[config.mk]
export PLATFORM = sky130hd
export DESIGN_NAME = i2s_dac_tx
export DESIGN_NICKNAME = d
export VERILOG_FILES = /design/src/rtl/i2s_dac_tx.sv
export SDC_FILE = /design/constraint.sdc
export NUM_CORES = 1
export LEC_CHECK = 0
export BUFFER_PORTS_ARGS = -buffer_cell sky130_fd_sc_hd__buf_2
export CAP_MARGIN = 15
export CORE_MARGIN = 3
export CORE_UTILIZATION = 62
export DETAILED_ROUTE_END_ITERATION = 10
export GPL_ROUTABILITY_DRIVEN = 0
export PLACE_DENSITY = 0.84
export RECOVER_POWER = 50
export SYNTH_ARGS = -nofsm -noshare
export SYNTH_HDL_FRONTEND = slang
export SYNTH_SLANG_ARGS = --single-unit
[constraint.sdc]
create_clock -name clk -period 6.4 [get_ports clk]
set_input_delay 0.64 -clock clk [delete_from_list [all_inputs] [get_ports clk]]
set_output_delay 0.64 -clock clk [all_outputs]
set_load 0.02 [all_outputs]
[src/rtl/i2s_dac_tx.sv]
// I2S transmitter for the WM8731 DAC path, with the codec as slave.
// BCLK runs at clk/2. Serial state changes only when BCLK falls, so the codec
// sees stable data on its rising edge. A single-entry buffer holds the next
// stereo pair. An empty buffer at frame load sends silence and pulses underrun.
module i2s_dac_tx #(
  parameter int SLOT_W = 16
) (
  input  logic              clk,
  input  logic              rst_n,
  input  logic [SLOT_W-1:0] sample_l,
  input  logic [SLOT_W-1:0] sample_r,
  input  logic              sample_valid,
  output logic              sample_ready,
  output logic              underrun,
  output logic              i2s_bclk,
  output logic              i2s_lrc,
  output logic              i2s_dat
);

  localparam int FRAME_W = 2 * SLOT_W;
  localparam int CNT_W   = $clog2(FRAME_W);
  localparam logic [CNT_W-1:0] CNT_MAX   = CNT_W'(FRAME_W - 1);
  localparam logic [CNT_W-1:0] CNT_RIGHT = CNT_W'(SLOT_W);

  // Registered state
  logic               bclk_reg;
  logic               lrc_reg;
  logic               dat_reg;
  logic [CNT_W-1:0]   cnt_reg;
  logic [FRAME_W-1:0] sreg_reg;
  logic [SLOT_W-1:0]  buf_l_reg;
  logic [SLOT_W-1:0]  buf_r_reg;
  logic               buf_full_reg;
  logic               ready_reg;
  logic               underrun_reg;

  // Next-state values
  logic               lrc_next;
  logic               dat_next;
  logic [CNT_W-1:0]   cnt_next;
  logic [FRAME_W-1:0] sreg_next;
  logic               buf_full_next;
  logic               underrun_next;

  logic               fall;
  logic               load;
  logic               accept;
  logic [CNT_W-1:0]   cnt_inc;
  logic [FRAME_W-1:0] sreg_shift;

  // The shift register moves toward the MSB and fills with zero.
  assign sreg_shift[0] = 1'b0;
  generate
    for (genvar gi = 1; gi < FRAME_W; gi++) begin : g_shift
      assign sreg_shift[gi] = sreg_reg[gi-1];
    end
  endgenerate

  // BCLK is high during the cycle before a falling edge.
  assign fall    = bclk_reg;
  assign cnt_inc = (cnt_reg == CNT_MAX) ? '0 : cnt_reg + 1'b1;
  assign load    = fall && (cnt_inc == '0);
  assign accept  = sample_valid && ready_reg;

  // Serial and buffer next-state logic.
  always_comb begin
    lrc_next      = lrc_reg;
    dat_next      = dat_reg;
    cnt_next      = cnt_reg;
    sreg_next     = sreg_reg;
    buf_full_next = buf_full_reg;
    underrun_next = 1'b0;

    if (fall) begin
      cnt_next = cnt_inc;
      dat_next = sreg_reg[FRAME_W-1];
      if (load) begin
        lrc_next      = 1'b0;
        sreg_next     = buf_full_reg ? {buf_l_reg, buf_r_reg} : '0;
        underrun_next = !buf_full_reg;
        buf_full_next = 1'b0;
      end else begin
        sreg_next = sreg_shift;
        if (cnt_inc == CNT_RIGHT) begin
          lrc_next = 1'b1;
        end
      end
    end

    // A pair accepted on a load edge is kept for the following frame.
    if (accept) begin
      buf_full_next = 1'b1;
    end
  end

  // State registers with asynchronous reset.
  always_ff @(posedge clk or negedge rst_n) begin
    if (!rst_n) begin
      bclk_reg     <= 1'b0;
      lrc_reg      <= 1'b1;
      dat_reg      <= 1'b0;
      cnt_reg      <= CNT_MAX;
      sreg_reg     <= '0;
      buf_l_reg    <= '0;
      buf_r_reg    <= '0;
      buf_full_reg <= 1'b0;
      ready_reg    <= 1'b1;
      underrun_reg <= 1'b0;
    end else begin
      bclk_reg     <= ~bclk_reg;
      lrc_reg      <= lrc_next;
      dat_reg      <= dat_next;
      cnt_reg      <= cnt_next;
      sreg_reg     <= sreg_next;
      buf_full_reg <= buf_full_next;
      ready_reg    <= ~buf_full_next;
      underrun_reg <= underrun_next;
      if (accept) begin
        buf_l_reg <= sample_l;
        buf_r_reg <= sample_r;
      end
    end
  end

  assign sample_ready = ready_reg;
  assign underrun     = underrun_reg;
  assign i2s_bclk     = bclk_reg;
  assign i2s_lrc      = lrc_reg;
  assign i2s_dat      = dat_reg;

endmodule
==> metrics <==
result of the run finished with violations; violations in the final reports capacitance limit, slew limit; worst endpoint required time 5.99 ns; clock period minus worst slack 3.81 ns; cell types with the largest area share after synthesis sky130_fd_sc_hd__dfrtp_1 52%, sky130_fd_sc_hd__mux2_2 13%, sky130_fd_sc_hd__a221o_1 9.5%; normalized max-slew margin -152%; IO Count 40; post-synthesis register bit count 75; detailed-route vias per instance about 6.2; # DRC 0; TritonRoute pass-1 iters 4; Critical Path Max Stage Delay 2.65 ns; Largest register FFs 32; fill cell count 352; initial antenna violation count 0; Iter 0 DRT Violations around 230; CTS clk-pin slew, worst paths 0.08 ns; PD cells approximately 270 nW/um2; simple-gate area share of the yosys netlist 6.46%; drt wl/cell 17.0 um; parity-gate share of the synthesized area counting xor and xnor cells less than 1%; Syn Std Cell Area ~3300 um2; Cell Count Post-Placement 347; largest area contributor in the netlist sky130_fd_sc_hd__dfrtp_1; die extent in y 78.4 um; maximum capacitance violations 2; TritonCTS clock tree built; Sink Count 75; Worst Max-Slew Pin Slew 3.78 ns; pin count of the biggest net entering global routing 76; Critical Path Sink Type asynchronous set/reset pin; Finish-stage setup viols 0; total die area 6150 um2; yosys warns 0; fin nets between 300 and 400; total track usage 21.9%; total number of vias 2243; dominant combinational cell family by area after synthesis compound AO/OA/AOI/OAI gates; relative area change from synthesis to final layout 11.1%; total negative slack 0 ns; grt ovf 0; number of nets with antenna violations after detailed routing 0; count of buffers from port buffering 39; count of unique library cells instantiated by Yosys 26; die width 78.4 um; family of cells with the greatest summed delay on the critical path buffers and inverters; static leakage power 1.65 nW; number of pins exceeding their max-slew limit in the final report approximately 120; peak clock frequency supported by timing 263 MHz; most frequent cells in the layout 68 x sky130_fd_sc_hd__dfrtp_1, 39 x sky130_fd_sc_hd__buf_2, 37 x sky130_fd_sc_hd__nand2_1, 37 x sky130_fd_sc_hd__mux2_2; post_cts resized 0; cell at the root of the clock tree sky130_fd_sc_hd__clkbuf_8; Arrival @ worst endpoint around 3.4 ns; final cycle utilization of the critical path between 50% and 60%; hold_buf cts 0; peak ir drop on the vdd network 0.208 mV; most common cell after layout, fill and taps aside sky130_fd_sc_hd__dfrtp_1; worst setup path category in -> async; number of cells produced by synthesis 260; final standard cell count with taps included and fillers excluded 364; Synth Area in Compound Gates around 17%; Post-CTS Setup Bufs 0; global-route wire length before repair 10400 um; cells along the critical path buf_2 -> clkbuf_1; maximum level of the CTS H-tree 3; total nets after synthesis 298; post-place setup slack 3.28 ns; number of core rows 25; diode count 0; adder and majority gate portion of the synthesized area 1.15%; layout cells sized above 1 35.0%; final wirelength around 6200 um; number of buffers added by the clock tree synthesis step 9; Buf+Inv Stages, Crit Path 2; maximum clock path buffer count 2; part of the Yosys area used for sequential elements 58.0%; Mapped Avg Cell Area 12.5 um2; Worst Setup Slack, final between 2 and 3 ns; critical path peak fanout 75; kind of launch point of the worst setup path primary input; top cell type's share of synthesized area between 50% and 60%; via count of the first global-routing pass about 2200; effective utilization at floorplan 66.6%; worst clock skew about 0.008 ns; setup repair after global routing missed its margin no; Min-Delay Path Class reg -> reg; clock latency on the worst-skew pair 0.35 ns; Post-DP HPWL 3770 um; Max stage delay cell, worst path sky130_fd_sc_hd__clkbuf_1; hold violation count in the final report 0; area of the core region 4880 um2; fraction of synthesized area in multiplexers 13.2%
area by class of cell:
type	instances	area, um2	area share [%]
clock buffers	11	141	3.91
repair buffers	45	236	6.54
multi-input cells	160	1230	34.1
inverters	1	3.75	0.104
clock inverters	5	28.8	0.796
flip-flops and latches	75	1890	52.2
well taps	67	83.8	2.32
cells in the mapped netlist:
| library cell | count |
|---|---|
| sky130_fd_sc_hd__buf_2 | 3 |
| sky130_fd_sc_hd__o21ai_0 | 3 |
| sky130_fd_sc_hd__clkbuf_1 | 13 |
| sky130_fd_sc_hd__dfstp_2 | 7 |
| sky130_fd_sc_hd__nand2b_1 | 1 |
| sky130_fd_sc_hd__a31oi_1 | 31 |
| sky130_fd_sc_hd__dfrtp_1 | 68 |
| sky130_fd_sc_hd__nand3b_1 | 1 |
| sky130_fd_sc_hd__buf_6 | 5 |
| sky130_fd_sc_hd__xor2_1 | 1 |
| sky130_fd_sc_hd__clkinv_1 | 1 |
| sky130_fd_sc_hd__buf_1 | 3 |
| sky130_fd_sc_hd__nand3_1 | 2 |
| sky130_fd_sc_hd__mux2i_2 | 1 |
| sky130_fd_sc_hd__a22o_1 | 1 |
| sky130_fd_sc_hd__and4b_1 | 1 |
| sky130_fd_sc_hd__o2bb2ai_1 | 1 |
| sky130_fd_sc_hd__a21boi_0 | 1 |
| sky130_fd_sc_hd__nor2_1 | 5 |
| sky130_fd_sc_hd__mux2_2 | 37 |
| sky130_fd_sc_hd__and3_1 | 1 |
| sky130_fd_sc_hd__nand4_1 | 1 |
| sky130_fd_sc_hd__ha_1 | 3 |
| sky130_fd_sc_hd__a221o_1 | 31 |
| sky130_fd_sc_hd__nand2_1 | 37 |
| sky130_fd_sc_hd__nor2b_1 | 1 |
path summary, 6_finish.rpt:
path | start | to | slack, ns | depth (start not counted)
setup / recovery | rst_n | sreg_reg[25] | 2.59 | 2
hold / removal | buf_l_reg[8] | sreg_reg[24] | 0.50 | 1
setup reg to reg | i2s_bclk | sreg_reg[22] | 2.76 | 3
hold reg to reg | buf_l_reg[8] | sreg_reg[24] | 0.50 | 1
max in group clk | i2s_bclk | sreg_reg[22] | 2.76 | 3
min in group asynchronous | rst_n | buf_r_reg[11] | 1.71 | 2
worst reg2reg max path, stage by stage (launching register included):
cell and delay [ns]:
sky130_fd_sc_hd__dfrtp_1 0.37, sky130_fd_sc_hd__clkbuf_1 1.21, sky130_fd_sc_hd__clkinv_1 1.36, sky130_fd_sc_hd__a221o_1 0.60
report_power, final:
group / internal, W / switching (W)
combinational: 0.0000563 / 0.0000319
clock: 0.000149 / 0.000164
sequential: 0.000537 / 0.0000393
total: 0.000743 / 0.000235
logic make-up after synthesis:
| logic type | after synthesis |
|---|---|
| mux | 38 |
| xor+xnor | 1 |
| buf+inv | 25 |
| flops | 75 |
| compound gates | 68 |
| fa+ha+maj | 3 |
| simple gates | 50 |
per-layer routing:
| metal | track usage, % | up-vias | routed length, um |
|---|---|---|---|
| met5 | 0 | - | 0 |
| li1 | - | 1040 | - |
| met2 | 36.0 | 77 | 3120 |
| met4 | 6.47 | 0 | 51 |
| met3 | 6.54 | 6 | 361 |
| met1 | 28.4 | 1120 | 2670 |
stage by stage:
step	hold slack, ns	instance area, um2	power (W)	utilization (%)
floorplan	0.344	3250	0.000630	-
global placement	0.471	3440	0.000666	70.5
detailed placement	0.483	3440	0.000677	70.5
CTS	0.502	3610	0.000991	74.0
global route	0.506	3610	0.00102	74.1
finish	0.501	3610	0.000978	74.1
No activity file was read; power rests on OpenSTA's default activity.
